$ cat config.mk
export PLATFORM = sky130hd
export DESIGN_NAME = flag_datapath
export DESIGN_NICKNAME = d
export VERILOG_FILES = /design/src/rtl/flag_datapath_pkg.sv /design/src/rtl/flag_datapath_alu_core.sv /design/src/rtl/flag_datapath.sv
export SDC_FILE = /design/constraint.sdc
export NUM_CORES = 1
export LEC_CHECK = 0
export CAP_MARGIN = 20
export CELL_PAD_IN_SITES_DETAIL_PLACEMENT = 2
export CELL_PAD_IN_SITES_GLOBAL_PLACEMENT = 2
export CORE_AREA = 4 4 206 208
export DETAILED_ROUTE_END_ITERATION = 7
export DIE_AREA = 0 0 210 212
export PLACE_DENSITY = 0.95
export SLEW_MARGIN = 30
export SYNTH_ARGS = -nofsm -noshare
export SYNTH_HDL_FRONTEND = slang
export SYNTH_SLANG_ARGS = --single-unit
$ cat constraint.sdc
create_clock -name clk -period 18.05 [get_ports clk]
set_input_delay 1.805 -clock clk [delete_from_list [all_inputs] [get_ports clk]]
set_output_delay 1.805 -clock clk [all_outputs]
set_load 0.05 [all_outputs]
$ cat src/rtl/flag_datapath_pkg.sv
// rtl/flag_datapath_pkg.sv - shared widths, ALU opcodes, flag bit indices and B-mux selects
package flag_datapath_pkg;

    localparam int DATA_W   = 16;
    localparam int NUM_REGS = 16;
    localparam int IDX_W    = 4;
    localparam int FLAG_W   = 5;

    // Flag register layout {N,Z,F,L,C}
    localparam int FLAG_C = 0;
    localparam int FLAG_L = 1;
    localparam int FLAG_F = 2;
    localparam int FLAG_Z = 3;
    localparam int FLAG_N = 4;

    typedef enum logic [3:0] {
        OP_ADD = 4'd0,
        OP_SUB = 4'd1,
        OP_CMP = 4'd2,
        OP_AND = 4'd3,
        OP_OR  = 4'd4,
        OP_XOR = 4'd5,
        OP_NOT = 4'd6,
        OP_LSH = 4'd7,
        OP_RSH = 4'd8,
        OP_MOV = 4'd9
    } alu_op_e;

    typedef enum logic [1:0] {
        B_SEL_REG   = 2'd0,
        B_SEL_IMM   = 2'd1,
        B_SEL_FLAGS = 2'd2,
        B_SEL_ZERO  = 2'd3
    } b_sel_e;

endpackage

$ cat src/rtl/flag_datapath_alu_core.sv
// rtl/flag_datapath_alu_core.sv - combinational ALU producing result and {N,Z,F,L,C} flag vector
module flag_datapath_alu_core
    import flag_datapath_pkg::*;
(
    input  logic [3:0]        opcode,
    input  logic [DATA_W-1:0] a,
    input  logic [DATA_W-1:0] b,
    output logic [DATA_W-1:0] result,
    output logic [FLAG_W-1:0] flags
);

    logic [DATA_W:0] sum;
    logic [DATA_W:0] diff;
    logic            carry;
    logic            ovf;
    logic            less;
    logic            neg;
    logic            zero;

    // Extra top bit gives carry-out for ADD and borrow for SUB/CMP
    assign sum  = {1'b0, a} + {1'b0, b};
    assign diff = {1'b0, a} - {1'b0, b};

    always_comb begin
        result = '0;
        carry  = 1'b0;
        ovf    = 1'b0;
        less   = 1'b0;
        case (opcode)
            OP_ADD: begin
                result = sum[DATA_W-1:0];
                carry  = sum[DATA_W];
                ovf    = (a[DATA_W-1] == b[DATA_W-1]) && (sum[DATA_W-1] != a[DATA_W-1]);
            end
            OP_SUB: begin
                result = diff[DATA_W-1:0];
                carry  = diff[DATA_W];
                less   = diff[DATA_W];
                ovf    = (a[DATA_W-1] != b[DATA_W-1]) && (diff[DATA_W-1] != a[DATA_W-1]);
            end
            OP_CMP: begin
                result = diff[DATA_W-1:0];
                less   = diff[DATA_W];
            end
            OP_AND: result = a & b;
            OP_OR:  result = a | b;
            OP_XOR: result = a ^ b;
            OP_NOT: result = ~a;
            OP_LSH: result = a << b[3:0];
            OP_RSH: result = a >> b[3:0];
            OP_MOV: result = b;
            default: result = '0;
        endcase
    end

    // CMP reports a signed ordering in N and equality in Z rather than result sign/zero
    always_comb begin
        neg  = result[DATA_W-1];
        zero = (result == '0);
        if (opcode == OP_CMP) begin
            neg  = $signed(a) < $signed(b);
            zero = (a == b);
        end
    end

    always_comb begin
        flags         = '0;
        flags[FLAG_N] = neg;
        flags[FLAG_Z] = zero;
        flags[FLAG_F] = ovf;
        flags[FLAG_L] = less;
        flags[FLAG_C] = carry;
    end

endmodule

$ cat src/rtl/flag_datapath.sv
// rtl/flag_datapath.sv - 16x16 register file, B-operand mux, ALU and flag register
module flag_datapath
    import flag_datapath_pkg::*;
(
    input  logic                clk,
    input  logic                rst,
    input  logic [NUM_REGS-1:0] reg_en,
    input  logic [IDX_W-1:0]    reg_a,
    input  logic [IDX_W-1:0]    reg_b,
    input  logic [DATA_W-1:0]   imm,
    input  logic [1:0]          b_sel,
    input  logic [3:0]          opcode,
    input  logic                flag_en,
    output logic [DATA_W-1:0]   alu_out,
    output logic [FLAG_W-1:0]   flags
);

    logic [DATA_W-1:0] regs [NUM_REGS];
    logic [FLAG_W-1:0] flag_q;
    logic [FLAG_W-1:0] alu_flags;
    logic [DATA_W-1:0] a_opnd;
    logic [DATA_W-1:0] b_opnd;

    assign a_opnd = regs[reg_a];

    // Flags word reads the registered value, so a same-cycle flag_en sees the old flags
    always_comb begin
        b_opnd = '0;
        case (b_sel)
            B_SEL_REG:   b_opnd = regs[reg_b];
            B_SEL_IMM:   b_opnd = imm;
            B_SEL_FLAGS: b_opnd = {{(DATA_W-FLAG_W){1'b0}}, flag_q};
            default:     b_opnd = '0;
        endcase
    end

    flag_datapath_alu_core u_alu_core (
        .opcode (opcode),
        .a      (a_opnd),
        .b      (b_opnd),
        .result (alu_out),
        .flags  (alu_flags)
    );

    always_ff @(posedge clk or posedge rst) begin
        if (rst) begin
            for (int i = 0; i < NUM_REGS; i++) begin
                regs[i] <= '0;
            end
        end else begin
            for (int i = 0; i < NUM_REGS; i++) begin
                if (reg_en[i]) begin
                    regs[i] <= alu_out;
                end
            end
        end
    end

    always_ff @(posedge clk or posedge rst) begin
        if (rst) begin
            flag_q <= '0;
        end else if (flag_en) begin
            flag_q <= alu_flags;
        end
    end

    assign flags = flag_q;

endmodule

# Word level (Yosys, flattened, before mapping)
# Index checks and enable logic that the tools add are counted.
# word_totals
reg_bits	261
input_bits	49
output_inout_bits	21
elab_cells	65
# op_classes
add_sub_neg	2
n_lt_le_gt_ge	3
eq_ne	16
n_shift	2
mux	13
bitwise	6
reduce_logical	6
# ops
cell	count
$pmux 16 s9	1
$bmux 16 s4	2
$mux 16	4
$pmux 16 s3	1
$add 16x16->17	1
$sub 16x16->17	1
$and 16x16->16	1
$eq 16x16->1	1
$eq 4x3->1 const B	4
$logic_not 16->1	1
$lt 16x16->1	1
$not 16->16	1
$or 16x16->16	1
$shl 16x4->16	1
$shr 16x4->16	1
$xor 16x16->16	1
$ge 5x5->1 const B	2
$not 4->5	2
$eq 4x2->1 const B	2
$eq 4x4->1 const B	2
$eq 4x1->1 const B	1
$logic_not 4->1	1
$pmux 1 s2	2
$mux 1	3
other kinds (7)	10

# Longest topological paths before layout
# Gate-level depths: netlist of the first run.
# logic_depth
depth_word	9
depth_mapped	23
ltp_nobuf	18

# By module
# Synthesis of the first run repeated with hierarchy kept, for this count alone.
# hier_totals
hier_cells	1527
hier_area_um2	18631.6
# modules_own_cells
mod	n_inst	cells_each	area_each_um2	seq_area_each_um2
flag_datapath	1	889	14022.2	6531.3
flag_datapath_alu_core	1	638	4609.4	0.0

# Worst setup path before layout of the first run
# Ideal clock, no wire load.
# synth_path
kind	input port to output port
startpoint	in reg_b[1]
endpoint	out alu_out[15]
arrival_time_ns	6.801
required_time_ns	16.245
path_slack_ns	9.444
cell_stages	19
n_path_buf	5
path_cell_list	buf_2 > buf_2 > buf_1 > clkbuf_1 > mux4_2 > mux2i_1 > o22ai_1 > clkinv_1 > ha_1 > clkbuf_1 > nor3_1 > a2111oi_0 > o21ai_0 > a21oi_1 > o41ai_1 > a221o_1 > a211o_1 > a211oi_2 > inv_1
# synth_via
elab_chain_len	7
elab_cells_between_ends	13
cone_classes	add/sub: 2; shift: 2; mux: 5; bitwise: 4
# synth_lines
element	line	text
start, declared	flag_datapath.sv:9	input logic [IDX_W-1:0] reg_b,
$not 4->5 (implied by the code) *	flag_datapath.sv:30	B_SEL_REG: b_opnd = regs[reg_b];
$bmux 16 s4 *	flag_datapath.sv:30	
$mux 16 (implied by the code) * (2 in series)	flag_datapath.sv:30	
$pmux 16 s3 *	flag_datapath.sv:29	case (b_sel)
$sub 16x16->17, or another cell as far along	flag_datapath_alu_core.sv:22	assign diff = {1'b0, a} - {1'b0, b};
$pmux 16 s9 *	flag_datapath_alu_core.sv:29	case (opcode)
end, declared	flag_datapath.sv:14	output logic [DATA_W-1:0] alu_out,
# Every way passes the cells marked *; elsewhere a longest branch is shown, timed or not. The select of a mux whose other input is x is not followed.

# Final worst setup path of the first run
# layout_path
startpoint	in b_sel[0]
endpoint	out alu_out[15]
# layout_via
elab_chain_len	4
elab_cells_between_ends	12
cone_classes	add/sub: 2; eq/ne: 2; shift: 2; mux: 2; bitwise: 3; reduce/logical: 1
# layout_lines
element	line	text
start, declared	flag_datapath.sv:11	input logic [1:0] b_sel,
$eq 2x2->1, or another cell as far along	flag_datapath.sv:29	
$pmux 16 s3 *	flag_datapath.sv:29	
$sub 16x16->17, or another cell as far along	flag_datapath_alu_core.sv:22	
$pmux 16 s9 *	flag_datapath_alu_core.sv:29	
# Every way passes the cells marked *; elsewhere a longest branch is shown, timed or not.

==> results.txt, run 1 <==
Status -> completed
Clock Latency Late Sink -> 0.60 ns
Setup violators final -> 0
Post-CTS sizing -> 0
CP Cell Sequence -> clkdlybuf4s50_1, inv_1, nor2_1, a22oi_1, nand3_4, ha_1, a21o_1, a2111oi_0, buf_4, o21ai_0, a21oi_1, o41ai_1, a221o_1, a211o_1, a211oi_4, inv_1, clkdlybuf4s50_1
Layout cells sized above 1 -> 0.157
Startpoint Class -> input pin
Design area -> 0.0198 sq mm
PwrDens -> 180 mW/mm^2
Max Cap Viol -> 0
Reg2Reg Setup Slack -> 11.52 ns
Setup TNS -> 0 ns
WHS Path Cells -> 2
Detailed Route WL -> 95.8 mm
Reg2Reg Launch Point -> regs[147]
Vias in the first global route -> 19300
Area Overhead vs Synth -> 11.5%
Flop pwr share -> 0.306
Syn Area/Cell -> 9.80 sq um
Warnings from Yosys -> 0
Overall Power -> 3.56 mW
Synth top area share -> 0.369
Static Leak -> 8.17 nW
Clock share of power -> 0.185
Max-Slew Margin vs Limit -> 0.298
WL/cell -> 40.5 um
Internal power -> 1.80 mW
Largest cells by area after synthesis -> dfrtp_1, mux4_2, a21oi_1
Yosys top cell by area -> dfrtp_1
Slowest cell on crit path -> a211oi_4
Sw Share -> 0.495
Yosys reg bits -> 261
Final Core Density -> 0.487
Setup Buffers After CTS -> 0
First-pass DRT Iterations -> 6
Clock Tree Root -> clkbuf_16
Clock Tree Buf Depth -> 3
CORE AREA -> 0.0406 sq mm
Share of synthesized registers carrying an async set or reset -> 1.00
Slowest cell delay on critical path -> 0.87 ns
WS Path Type -> in -> out
Peak supply drop -> 0.136 mV
I/O Pins -> 70
Mapped cell area -> 0.0177 sq mm
Worst EP arrival -> 9.53 ns
Chip width -> 210 um
Data required, critical path -> 16.24 ns
H-tree Lvls -> 1
Netlist cell types -> 92
IO Port Bufs -> 69
CTS tree -> yes
Most numerous cell in the Yosys netlist -> nor2_1
Final ANT Viol Nets -> 0
Cell family with most CP delay -> compound AO/OA/AOI/OAI gates
Worst-case reg-to-reg path depth -> 16
Placed standard-cell area -> 0.0188 sq mm
CTS Hold Bufs -> 0
Comb power frac -> 0.509
Switching Power -> 1.76 mW
Seq/Total Area, Yosys -> 0.369
Die H -> 212 um
Hold endpoint -> regs[68]
Final #Nets -> 1908
Post-synth EDFFs -> 0
Max FO, Critical Path -> 29
Initial Utilization -> 0.437
Worst min path class -> reg -> reg
Final GP Congestion -> 1.02
Worst setup EP type -> primary output
DR vias/cell -> 7.62
Initial antenna violation count -> 3
Period utilisation layout -> 0.628
1st-iter DRT viols -> 2334
Finished Layout Cells -> 2365
Row cnt -> 74
Die area -> 0.0445 sq mm
Critical Path Stages -> 17
Primary FF master, synth -> dfrtp_1
Total global routing overflow -> 0
Hold_sp -> regs[68]
Placed Instances -> 2310
End of the worst register-to-register path -> flags[4]
Syn Inst Count -> 1808
TritonCTS Buffers -> 28
Tmin final -> 11.33 ns
TritonCTS Sinks -> 261
Syn_nets -> 1908
HPWL Detailed -> 58.4 mm
Fmax -> 88.2 MHz
Crit path buf inv count -> 5
Total global-route track usage -> 0.423
RSZ-0062 raised after global routing -> no
First-pass GRT wire length -> 141 mm
Commonest cells post-synth -> nor2_1, a21oi_1, dfrtp_1
Clock Pin Slew Worst Setup and Hold Paths -> 0.07 ns
Final Hold Fails -> 0
Clk_skew -> 0.0326 ns
Vias -> 18000
FILL cells -> 4114
Largest net degree at the start of global routing -> 123
Number of remaining DRC errors -> 0
Slew @ Worst Pin -> 1.05 ns
Final Slew Violations -> 0
-- cell families (layout without fill, tap and decap cells) --
| group | count (synthesis) | in the layout | synth area share |
|---|---|---|---|
| buf+inv | 212 | 234 | 0.0537 |
| fa+ha+maj | 51 | 51 | 0.0369 |
| mux | 207 | 207 | 0.215 |
| simple gates | 532 | 532 | 0.136 |
| xor+xnor | 8 | 8 | 0.00395 |
| other cells | 0 | 3 | 0 |
| compound gates | 537 | 537 | 0.186 |
| flops | 261 | 261 | 0.369 |
-- worst register-to-register path, cell delays in order, from the launching register on --
cell	delay, ns
dfrtp_1	0.42
mux4_2	0.51
a22o_1	0.27
and3b_1	0.71
inv_1	0.42
ha_1	0.34
nor2b_1	0.14
a2111oi_0	0.67
buf_4	0.26
o21ai_0	0.09
a21oi_1	0.27
o41ai_1	0.15
a221o_1	0.38
a211o_1	0.35
a211oi_4	0.87
mux2i_1	0.22
mux2_2	0.35
-- worst max-delay path by stage --
| stage | from | end | slack, ns |
|---|---|---|---|
| 2_1_floorplan | rst | flags[0] | 9.06 |
| 3_3_place_gp | b_sel[0] | alu_out[15] | 7.20 |
| 3_5_place_dp | b_sel[0] | alu_out[15] | 7.17 |
| 4_1_cts | b_sel[0] | alu_out[15] | 7.13 |
| 5_1_grt | b_sel[0] | alu_out[15] | 6.50 |
| 6_report | b_sel[0] | alu_out[15] | 6.72 |
-- routing by layer --
metal	wire [um]	GRT usage	up-vias
li1	-	-	6697
met5	17	0	-
met3	9150	0.0915	627
met2	44700	0.693	1542
met1	33100	0.503	9151
met4	8840	0.289	2
-- stage by stage --
stage	setup slack (ns)	hold WS (ns)
after global placement	7.20	0.516
after CTS	7.13	0.582
after floorplan	9.06	0.497
final	6.72	0.596
after global routing	6.50	0.616
after detailed placement	7.17	0.546
-- flip-flops by register name (all words and copies together) (netlist names) --
| register | cells |
|---|---|
| flags | 5 |
| regs | 256 |
-- layout by cell type, fill, tap and decap left out, types with 49 or more instances in the layout --
cell / count
nor2_1: 334
a21oi_1: 308
dfrtp_1: 261
mux4_2: 137
mux2i_1: 66
clkdlybuf4s50_1: 63
nand2_1: 57
inv_1: 53
buf_4: 50
ha_1: 49
-- power groups by stage --
stage	sequential, mW	combinational [mW]	clock [mW]
after global placement	0.967	1.53	0
final	1.09	1.81	0.657
after CTS	1.06	1.74	0.658
after detailed placement	1.03	1.66	0
after floorplan	0.929	1.07	0
after global routing	1.08	1.87	0.682
-- layout make-up --
cell class | count | area (sq um) | area share
Antenna cell | 3 | 7.51 | 0.000380
Clock buffer | 37 | 806 | 0.0408
Clock inverter | 15 | 191 | 0.00968
Inverter | 63 | 251 | 0.0127
Multi-Input combinational cell | 1335 | 10300 | 0.519
Sequential cell | 261 | 6530 | 0.330
Tap cell | 532 | 666 | 0.0337
Timing Repair Buffer | 119 | 1050 | 0.0530
Note: power is estimated with default switching activity, not from simulation.
==> inputs of run 2 (changes only) <==
- CORE_AREA: 4 4 206 208 -> 4 4 213 215
- DIE_AREA: 0 0 210 212 -> 0 0 217 219
- PLACE_DENSITY: 0.95 -> 0.91
- clock period: 18.05 -> 11.1 ns (I/O delays scaled with it)
==> run 2 against run 1 <==
  * Power up 58%
  * Non-clock buffer count up 6
  * Clock skew down 0.0022 ns
  * Design area up 0.75%
  * Sequential power up 58%
  * Wire length down 8.7%
  * Flip-flop and latch count unchanged
  * Global-route usage down 6.2 points
  * Clock power up 63%
  * Largest cell class unchanged
  * Highest routed layer unchanged
==> results.txt, run 2 (same netlist as run 1, synthesis figures left out) <==
Slowest cell on crit path -> clkdlybuf4s50_1
Die H -> 219 um (+3.3%)
Max FO, Critical Path -> 29 (unchanged)
Post-CTS sizing -> 0 (unchanged)
Initial antenna violation count -> 3 (unchanged)
Vias -> 17300 (-4.2%)
Final #Nets -> 1917 (+0.47%)
WL/cell -> 35.9 um (-11%)
CORE AREA -> 0.0437 sq mm (+7.9%)
Worst setup EP type -> primary output
WHS Path Cells -> 2 (unchanged)
Die area -> 0.0475 sq mm (+6.7%)
H-tree Lvls -> 1 (unchanged)
RSZ-0062 raised after global routing -> no
Setup TNS -> 0 ns (unchanged)
IO Port Bufs -> 69 (unchanged)
Commonest non-fill, non-tap cells in the layout -> nor2_1, a21oi_1, dfrtp_1
CTS Hold Bufs -> 0 (unchanged)
Layout cells sized above 1 -> 0.160 (+0.00232)
Final Slew Violations -> 0 (unchanged)
Max FFs per register -> 256 (unchanged)
Chip width -> 217 um (+3.3%)
Cell family with most CP delay -> compound AO/OA/AOI/OAI gates
Slew @ Worst Pin -> 1.05 ns (+0.00652 ns)
Setup Buffers After CTS -> 0 (unchanged)
CP Cell Sequence -> clkdlybuf4s50_1, nor2_1, a22oi_1, nand3_4, ha_1, a21o_1, a2111oi_0, buf_4, o21ai_0, a21oi_1, o41ai_1, a221o_1, a211o_1, a211oi_2, buf_4, inv_1, clkdlybuf4s50_1
Total global routing overflow -> 0 (unchanged)
First-pass GRT wire length -> 130 mm (-7.5%)
Area of the multi-input gates -> 0.0103 sq mm (about the same)
Worst-case reg-to-reg path depth -> 17 (+1)
TritonCTS Sinks -> 261 (unchanged)
Largest register by flop count -> regs
Clock Latency Late Sink -> 0.60 ns (about the same)
Total global-route track usage -> 0.362 (-0.0617)
Worst EP arrival -> 7.92 ns (-1.61 ns)
Clock Pin Slew Worst Setup and Hold Paths -> 0.06 ns (about the same)
Peak supply drop -> 0.181 mV (+33%)
Clock Tree Root -> clkbuf_16
Clock Tree Buf Depth -> 3 (unchanged)
Max Cap Viol -> 0 (unchanged)
Overall Power -> 5.62 mW (+58%)
Final ANT Viol Nets -> 0 (unchanged)
Detailed Route WL -> 87.4 mm (-8.7%)
Fin Hold WS -> 0.565 ns (-0.0309 ns)
WS Path Type -> in -> out
Vias in the first global route -> 19000 (-1.7%)
Status -> completed
Largest net degree at the start of global routing -> 133 (+8.1%)
DR vias/cell -> 7.09 (-6.9%)
I/O Pins -> 70 (unchanged)
TritonCTS Buffers -> 31 (+11%)
Number of remaining DRC errors -> 0 (unchanged)
Startpoint Class -> input pin
Final Hold Fails -> 0 (unchanged)
HPWL Detailed -> 55.8 mm (-4.4%)
Worst min path class -> reg -> reg
Reg2Reg Launch Point -> regs[2]
Reg2Reg Setup Slack -> 5.06 ns (-6.46 ns)
Hold_sp -> regs[97]
Max-Slew Margin vs Limit -> 0.299 (+0.00102)
Clk_skew -> 0.0304 ns (-0.00219 ns)
Initial Utilization -> 0.405 (-0.0318)
Slowest cell delay on critical path -> 1.07 ns (+0.20 ns)
Critical Path Stages -> 17 (unchanged)
CTS tree -> yes
Static Leak -> 8.22 nW (+0.57%)
Row cnt -> 77 (+4.1%)
Hold endpoint -> regs[97]
Fmax -> 111 MHz
Register area -> 0.00653 sq mm (unchanged)
Final GP Congestion -> 0.966 (-5.0%)
1st-iter DRT viols -> 2218 (-5.0%)
Area Overhead vs Synth -> 12.4%
Period utilisation layout -> 0.813
FILL cells -> 4534 (+10%)
Setup violators final -> 0 (unchanged)
PwrDens -> 282 mW/mm^2 (+57%)
Crit path buf inv count -> 5 (unchanged)
Data required, critical path -> 9.99 ns (-6.25 ns)
Tmin final -> 9.03 ns
Commonest non-fill, non-tap cell in the layout -> nor2_1
End of the worst register-to-register path -> flags[3]
First-pass DRT Iterations -> 5 (-1)
==> run 2: changes by cell type in the layout (fill, tap and decap cells not counted), sizes merged <==
cell,change
clkbuf,+11
clkinv,-5
inv,+2
diode,-2
buf,+6
clkinvlp,-1
bufinv,-2
==> run 2: metrics by stage <==
step,cells,instance area [sq um],util,setup WS (ns)
floorplan,1808,17700,-,2.81
global placement,2376,18900,0.431,2.49
detailed placement,2376,18900,0.431,2.25
CTS,2433,19900,0.455,2.20
global route,2433,19900,0.455,1.78
finish,2434,19900,0.455,2.07
==> run 2: layer usage <==
layer	track usage	vias to the layer above	routed length (um)
met5	0	-	23
met4	0.197	4	6010
met3	0.0667	389	7190
met2	0.615	1177	42300
met1	0.437	8985	31900
li1	-	6710	-
==> run 2: worst min-delay path, cell delays in order, from the launching register on <==
cell and delay, ns:
dfrtp_1 0.37, nor2_1 0.05, a21oi_1 0.10
==> run 2: worst max-delay path by stage <==
stage,start,to,slack (ns)
floorplan,rst,flags[0],2.81
global placement,reg_b[0],alu_out[14],2.49
detailed placement,reg_b[0],alu_out[14],2.25
CTS,reg_b[0],alu_out[14],2.20
global route,b_sel[1],alu_out[15],1.78
finish,b_sel[1],alu_out[15],2.07
==> run 2: where the power goes <==
part,switching [mW],total [mW],internal (mW)
logic,1.82,2.83,1.01
registers,0.416,1.72,1.31
clock network,0.449,1.07,0.621
total,2.68,5.62,2.94
==> run 2: final cells by class <==
| class | count | area share |
|---|---|---|
| Clock buffer | 48 | 0.0467 |
| Multi-Input combinational cell | 1335 | 0.515 |
| Sequential cell | 261 | 0.328 |
| Tap cell | 592 | 0.0372 |
| Clock inverter | 9 | 0.00547 |
| Antenna cell | 1 | 0.000126 |
| Inverter | 63 | 0.0126 |
| Timing Repair Buffer | 125 | 0.0549 |
==> inputs of run 3 (changes only) <==
- CORE_AREA: 4 4 213 215 -> 4 4 224 226
- DIE_AREA: 0 0 217 219 -> 0 0 228 230
- PLACE_DENSITY: 0.91 -> 0.88
- clock period: 11.1 -> 8.3 ns (I/O delays scaled with it)
==> run 3 against run 2 <==
  * Combinational power is 32% higher
  * Final cell count is 1.6% higher
  * First-iteration DRC count is 16% lower
  * Clock-buffer cell count is 1 higher
  * Register-to-register slack worse by 2.7 ns
  * Sequential share of layout area is 0.25 points lower
  * Sequential power is 32% higher
  * Non-clock buffer count is 7 higher
  * Clock power is 41% higher
  * Clock skew is 0.0047 ns lower
  * Critical path depth is 1 lower
  * Flip-flop and latch count stayed put
  * Critical endpoint is now alu_out[11]
==> results.txt, run 3 (same netlist as run 1, synthesis figures left out) <==
Clk_skew -> 0.0257 ns (-0.00469 ns)
Row cnt -> 81 (+5.2%)
Setup TNS -> 0 ns (unchanged)
FILL cells -> 5039 (+11%)
WL/cell -> 35.2 um (-2.1%)
Slowest cell on crit path -> buf_2
IO Port Bufs -> 69 (unchanged)
H-tree Lvls -> 2 (+1)
Tmin final -> 7.58 ns
Data required, critical path -> 7.47 ns (-2.52 ns)
DR vias/cell -> 6.92 (-2.4%)
Worst EP arrival -> 6.75 ns (-1.17 ns)
Layout cells sized above 1 -> 0.172 (+0.0126)
1st-iter DRT viols -> 1855 (-16%)
GR Layer Usage met1 -> 0.387 (-0.0500)
Worst setup EP type -> primary output
Max FFs per register -> 256 (unchanged)
Reg2Reg Setup Slack -> 2.31 ns (-2.75 ns)
Vias -> 17100 (-0.78%)
CORE AREA -> 0.0483 sq mm (+11%)
Final Slew Violations -> 0 (unchanged)
Commonest non-fill, non-tap cell in the layout -> nor2_1
Most Crowded Layer GR -> met2
Status -> completed
Chip width -> 228 um (+5.1%)
Post-CTS sizing -> 0 (unchanged)
Slowest cell delay on critical path -> 0.75 ns (-0.32 ns)
Grt met3 use -> 0.0695 (+0.00276)
CP Cell Sequence -> buf_2, buf_4, mux4_2, mux2i_1, a22oi_1, o21ai_0, or2_2, ha_1, inv_1, a221oi_1, o221ai_1, a41oi_1, o211ai_1, a311oi_2, inv_1, buf_4
TritonCTS Buffers -> 34 (+9.7%)
PwrDens -> 375 mW/mm^2 (+33%)
Setup Buffers After CTS -> 0 (unchanged)
WS Path Type -> in -> out
Final Hold Fails -> 0 (unchanged)
Vias in the first global route -> 18800 (-0.85%)
Max-Slew Margin vs Limit -> 0.281 (-0.0176)
CTS Hold Bufs -> 0 (unchanged)
Startpoint Class -> input pin
RSZ-0062 raised after global routing -> no
TritonCTS Sinks -> 261 (unchanged)
I/O Pins -> 70 (unchanged)
Clock Tree Root -> clkbuf_16
GR Util met2 -> 0.544 (-0.0704)
HPWL Detailed -> 56.5 mm (+1.2%)
Worst min path class -> reg -> reg
Clock Tree Buf Depth -> 3 (unchanged)
Largest net degree at the start of global routing -> 133 (unchanged)
Final ANT Viol Nets -> 0 (unchanged)
Initial Utilization -> 0.367 (-0.0386)
Final Core Density -> 0.415 (-0.0402)
Max Cap Viol -> 0 (unchanged)
First-pass DRT Iterations -> 5 (unchanged)
First-pass GRT wire length -> 128 mm (-1.8%)
Area Overhead vs Synth -> 13.2%
Clock Latency Late Sink -> 0.56 ns (-0.04 ns)
Number of remaining DRC errors -> 0 (unchanged)
Max FO, Critical Path -> 30 (+3.4%)
Peak supply drop -> 0.250 mV (+38%)
Initial antenna violation count -> 3 (unchanged)
Total global-route track usage -> 0.322 (-0.0393)
Largest register by flop count -> regs
Final #Nets -> 1927 (+0.52%)
Overall Power -> 7.52 mW (+34%)
Fmax -> 132 MHz
Static Leak -> 8.31 nW (+1.1%)
CTS tree -> yes
Die H -> 230 um (+5.0%)
Total global routing overflow -> 0 (unchanged)
Slew @ Worst Pin -> 1.08 ns (+0.0242 ns)
Setup violators final -> 0 (unchanged)
Final GP Congestion -> 0.994 (+2.9%)
Commonest non-fill, non-tap cells in the layout -> nor2_1, a21oi_1, dfrtp_1
Die area -> 0.0524 sq mm (+10%)
Clock Pin Slew Worst Setup and Hold Paths -> 0.05 ns (about the same)
Period utilisation layout -> 0.913
Detailed Route WL -> 87.0 mm (-0.50%)
## run 3: cell count changes in the layout (fill, tap and decap cells not counted), sizes merged
cell	delta
inv	+1
clkdlybuf4s50	-14
clkbuf	+1
bufinv	-1
clkinv	+1
buf	+21
clkinvlp	+1
## run 3: cell type report
cell class	instances	area (sq um)	share of cell area
multi-input cells	1335	10300	0.511
flip-flops and latches	261	6530	0.325
repair buffers	132	1130	0.0564
clock buffers	49	988	0.0493
well taps	622	778	0.0388
inverters	63	251	0.0125
clock inverters	11	120	0.00599
diodes	1	2.50	0.000125
## run 3: path summary, 6_finish.rpt
path	cells past startpoint	end	start
worst max-delay path	16	alu_out[11]	reg_b[1]
worst max register to register	17	flags[3]	regs[176]
max in group asynchronous	3	regs[236]	rst
worst min register to register	2	regs[82]	regs[82]
min in group asynchronous	2	regs[146]	rst
worst min-delay path	2	regs[82]	regs[82]
## run 3: critical path: cells and delay by family
| family | cells | cell delay, ns |
|---|---|---|
| compound gates | 7 | 3.03 |
| buf+inv | 5 | 1.64 |
| fa+ha+maj | 1 | 0.43 |
| simple gates | 1 | 0.38 |
| mux | 2 | 0.35 |
## run 3: per-layer routing
layer  routed length, um  vias up
li1                    -     6732
met1               32500     8976
met2               42000     1083
met3                7160      336
met4                5310        4
met5                  22        -
## run 3: through the flow
step                      area (sq um)  hold WS, ns  setup WS [ns]  cells
after global routing             20100        0.600          0.547   2473
after CTS                        20100        0.570          0.949   2473
after detailed placement         18900        0.545          0.982   2413
after global placement           18900        0.514           1.26   2413
final                            20100        0.564          0.723   2474
after floorplan                  17700        0.497          0.286   1808
## run 3: report_power, final
part	internal (mW)	leakage, nW	switching [mW]	total [mW]
clock	0.871	0.541	0.637	1.51
sequential	1.75	3.06	0.524	2.27
combinational	1.34	4.71	2.39	3.74
==> edit 1, RTL diff (config.mk and constraints of run 3) <==
Make the reset (`rst`) synchronous in 2 clocked blocks.
--- a/src/rtl/flag_datapath.sv
+++ b/src/rtl/flag_datapath.sv
@@ -43,5 +43,5 @@
     );
 
-    always_ff @(posedge clk or posedge rst) begin
+    always_ff @(posedge clk) begin
         if (rst) begin
             for (int i = 0; i < NUM_REGS; i++) begin
@@ -57,5 +57,5 @@
     end
 
-    always_ff @(posedge clk or posedge rst) begin
+    always_ff @(posedge clk) begin
         if (rst) begin
             flag_q <= '0;
Function: changed (Yosys sat finds a counterexample within 4 cycles, from zero or initial values and one cycle with rst high; the reset may be asserted at any time).
==> edit 1 against run 3 <==
Worst setup slack got worse by 0.065 ns. Cell area fell by 2.1%. Wire length fell by 11%. Synthesized cell count fell by 20%. Via count fell by 17%. Die area did not move. Sequential cell count did not move. Area after synthesis fell by 0.92%.
Power is not compared: it rests on default switching activity, and its combinational part moved more than twofold at a synthesized area within 25%.
==> edit 1: results (changes against run 3) <==
* Placed inst area at 18,900 sq um (-0.21%)
* Final Cell Area at 19,700 sq um (-2.1%)
* Syn nets at 1,545 (-19%)
* M1 wire length at 28,400 microns (-13%)
* Fin. Hold Viols at 0 (unchanged)
* GR Util All Layers at 0.285 (-0.0372)
* Clk_lat worst skew at 0.56 ns (about the same)
* Post-synthesis async set-or-reset flop share at 0 (-1.00)
* Postcts setup bufs at 0 (unchanged)
* CTS Buffer Depth at 3 (unchanged)
* Final Skew at 0.0360 ns (+0.0103 ns)
* Iter 0 DRT Violations at 1,878 (+1.2%)
* Number of synthesized flops with an enable pin at 256 (+256)
* Global-route wire length before repair at 110,000 microns (-14%)
* Sequential element share of the synthesized area at 0.443 (+0.0750)
* Initial antenna violation count at 3 (unchanged)
* Number of port buffers at 69 (unchanged)
* P_leak at between 7 and 8 nW
* Vias in the first global route at 15,300 (-19%)
* Hold Path Class: flip-flop to flip-flop
* Synth top area cells: edfxtp_1 44%, mux4_2 18%, ha_1 3.5%, and2_1 3.1%, mux2i_1 3.0%
* H-tree depth at 1 (-1)
* Crit path arrival time at 6.81 ns (+0.06 ns)
* Layout cells sized above 1 at 0.204 (+0.0319)
* Max-slew headroom at 0.273 (-0.00756)
* Post-synth top flop: edfxtp_1
* Worst IR Drop VDD at 165 uV
* Largest net degree at the start of global routing at 74 (-44%)
* Top layer reached by signal wires: met5
* Synth unique cells at 84 (-8.7%)
* Layout Cells excl Fill at 2,116 (-14%)
* CTS resizes at 0 (unchanged)
* Vias at 14,300 (-17%)
* Pre-CTS WS at 0.862 ns (-0.121 ns)
* Wire length on met3 at 6280 microns (-12%)
* Hpwl dp at 55,600 microns (-1.5%)
* Nets at 1,577 (-18%)
* Crit-path max FO at 24 (-20%)
* Clock root cell: clkbuf_16
* Synth cell count leaders: 256 x edfxtp_1, 140 x mux4_2, 87 x nor3_1, 86 x and2_1, 73 x clkbuf_1
* Gp weighted congestion at 0.999 (+0.50%)
* Syn_area_per_cell at 12.2 sq um (+24%)
* Pre-Repair DR Iteration Count at 5 (unchanged)
* Post-Route WL at 77,000 microns (-11%)
* Clock transition at path regs at 0.06 ns
* YS warnings at 0 (unchanged)
* CTS buffer count at 25 (-26%)
* Largest Register: regs
* Max FFs per register at 256 (unchanged)
* Outcome: finished, final reports clean
* Routed wl met2 at 37,800 microns (-10%)
* FILL cells at 4,852 (-3.7%)
edit 1: cell count changes after synthesis, moves of 16 or more:
cell,change
dfrtp_1,-261
nor3_1,+68
clkbuf_1,-25
edfxtp_1,+256
and2_1,+76
a21oi_1,-247
or2_2,+16
nor2_1,-262
edit 1: worst max-delay path, cell delays in order:
cell and delay (ns):
clkdlybuf4s50_1 0.99, nor2_1 0.28, a22oi_1 0.57, nand3_1 0.27
buf_4 0.31, fa_1 0.47, o21ai_0 0.63, nor2_1 0.08
a211oi_1 0.26, o221ai_1 0.16, a311o_1 0.31, a211oi_1 0.18
nand4_1 0.54, clkdlybuf4s50_1 0.89
edit 1: final timing paths:
kind	from	endpoint	slack, ns	cells past startpoint
max	b_sel[1]	alu_out[4]	0.66	14
min	flags[0]	flags[0]	0.55	2
max reg2reg	regs[3][4]	flags[3]	1.96	16
min reg2reg	flags[0]	flags[0]	0.55	2
edit 1: final cells by class:
type                    count  area share
inverters                  70      0.0136
clock buffers              31      0.0330
flip-flops and latches    261       0.396
well taps                 622      0.0396
repair buffers            121      0.0551
clock inverters            12     0.00433
diodes                      1    0.000127
multi-input cells         998       0.458
edit 1: layer usage:
metal / up-vias / track usage
li1: 5738 / -
met2: 835 / 0.492
met4: 2 / 0.145
met1: 7466 / 0.350
met5: - / 0
met3: 244 / 0.0419
edit 1: cell families after synthesis:
group	share of synthesized area
xor gates and xnor gates	0.00499
and+or+nand+nor	0.137
adders and majority gates	0.0372
muxes	0.215
AOI/OAI and AO/OA	0.116
buffers and inverters	0.0466
DFF	0.443
edit 1: report_power, final:
part	leakage, nW	switching [mW]	total, mW	internal (mW)
logic	4.04	1.08	1.67	0.589
registers	2.86	0.118	1.80	1.68
clock network	0.357	0.496	1.08	0.583
==> edit 2, RTL diff (config.mk and constraints of run 3) <==
Made on the original files. `IDX_W`: 4 -> 3.
--- a/src/rtl/flag_datapath_pkg.sv
+++ b/src/rtl/flag_datapath_pkg.sv
@@ -4,5 +4,5 @@
     localparam int DATA_W   = 16;
     localparam int NUM_REGS = 16;
-    localparam int IDX_W    = 4;
+    localparam int IDX_W    = 3;
     localparam int FLAG_W   = 5;
 
Ports: changed (resized reg_a and reg_b); port bits go from 70 to 68. No check against the original RTL was run, so the function may have changed too.
==> edit 2 against run 3 <==
Critical path depth up 1. Cell area fell by 35%. Fmax increased by 1.4%. Via count is 36% lower. Global-route usage is 13 points lower. Wire length decreased by 41%. Total power fell by 39%. Worst setup slack gained 0.11 ns. Sequential cell count decreased by 128. Utilization decreased by 15 points. Area after synthesis fell by 37%. Clock power down 46%. Count of clock-buffer cells in the layout down 31. Largest cell class unchanged.
==> edit 2: results (changes against run 3) <==
* Final Skew at 0.0115 ns (-0.0141 ns)
* Initial antenna violation count at 1 (-2)
* Worst IR Drop VDD at 254 uV (+1.3%)
* Placed Instances at 1,842 (-24%)
* Synth cell count leaders: 182 x nor2_1, 178 x a21oi_1, 133 x dfrtp_1, 62 x inv_1, 55 x mux4_2
* Nets at 1,339 (-31%)
* CTS Buffer Depth at 2 (-1)
* Slowest-stage cell, CP: clkdlybuf4s50_1
* CTS buffer count at 17 (-50%)
* P_leak at 5.20 nW (-37%)
* Outcome: finished, final reports clean
* Global-route wire length before repair at 77,600 microns (-39%)
* Placed inst area at 12,300 sq um (-35%)
* Sequential element share of the synthesized area at 0.299 (-0.0698)
* Layout Cells excl Fill at 1,876 (-24%)
* Hold path endpoint: regs[220]
* Post-Route WL at 51,300 microns (-41%)
* Largest net degree at the start of global routing at 85 (-36%)
* Layout cells sized above 1 at 0.178 (+0.00549)
* R2r setup slk at 2.62 ns (+0.31 ns)
* Cells after Synth at 1,210 (-33%)
* GR Util All Layers at 0.191 (-0.131)
* Max-slew headroom at 0.323 (+0.0416)
* Iter 0 DRT Violations at 869 (-53%)
* DR vias/cell at 5.80 (-16%)
* Crit path arrival time at 6.64 ns (-0.11 ns)
* Clk_lat worst skew at 0.45 ns (-0.11 ns)
* Number of port buffers at 59 (-14%)
* Synth unique cells at 90 (-2.2%)
* RR Startpoint: regs[198]
* Pre-CTS WS at 1.03 ns (+0.0528 ns)
* Max FFs per register at 128 (-50%)
* Ant diodes at 0 (-1)
* Crit-path max FO at 11 (-63%)
* Synth top area cells: dfrtp_1 30%, mux4_2 11%, a21oi_1 8.0%, nor2_1 6.1%, ha_1 5.5%
## edit 2: logic make-up after synthesis
group / Yosys count / synth area share
flops: 133 / 0.299
simple gates: 339 / 0.140
buf+inv: 153 / 0.0618
mux: 141 / 0.197
fa+ha+maj: 51 / 0.0586
xor+xnor: 11 / 0.00865
compound gates: 382 / 0.235
## edit 2: how the worst max path moves through the flow
stage                   from     endpoint  slack [ns]
detailed placement  reg_b[0]  alu_out[15]        1.03
global placement    b_sel[1]  alu_out[10]        1.06
global route        reg_b[0]  alu_out[15]        0.51
finish              reg_b[2]  alu_out[15]        0.83
CTS                 reg_b[0]  alu_out[15]        0.87
floorplan           reg_b[0]  alu_out[14]        2.51
## edit 2: per-stage QoR
stage	total power, mW	hold slack (ns)
2_1_floorplan	2.78	0.492
3_3_place_gp	3.49	0.508
3_5_place_dp	3.67	0.522
4_1_cts	4.55	0.556
5_1_grt	4.82	0.577
6_report	4.59	0.555
## edit 2: final cells by class
| class | instances | area, sq um |
|---|---|---|
| clock buffers | 18 | 429 |
| clock inverters | 14 | 184 |
| fillers | 5376 | 35400 |
| inverters | 69 | 265 |
| multi-input cells | 924 | 7140 |
| flip-flops and latches | 133 | 3330 |
| well taps | 622 | 778 |
| repair buffers | 96 | 828 |
## edit 2: power by group through the flow
stage / clock [mW] / combinational (mW) / sequential, mW
final: 0.810 / 2.61 / 1.17
after global routing: 0.852 / 2.78 / 1.18
after CTS: 0.819 / 2.57 / 1.16
after detailed placement: 0 / 2.53 / 1.15
after global placement: 0 / 2.39 / 1.09
after floorplan: 0 / 1.73 / 1.04
## edit 2: layer usage
layer,vias up,global-route usage,part of all wire
li1,4542,-,-
met1,5741,0.235,0.40
met2,488,0.339,0.51
met3,117,0.0253,0.057
met4,0,0.0771,0.040
met5,-,0,0
## edit 2: tightest hold or removal path, cell delays in order, from the launching register on
cell     delay [ns]
dfrtp_1        0.36
nor2_1         0.05
a21oi_1        0.10
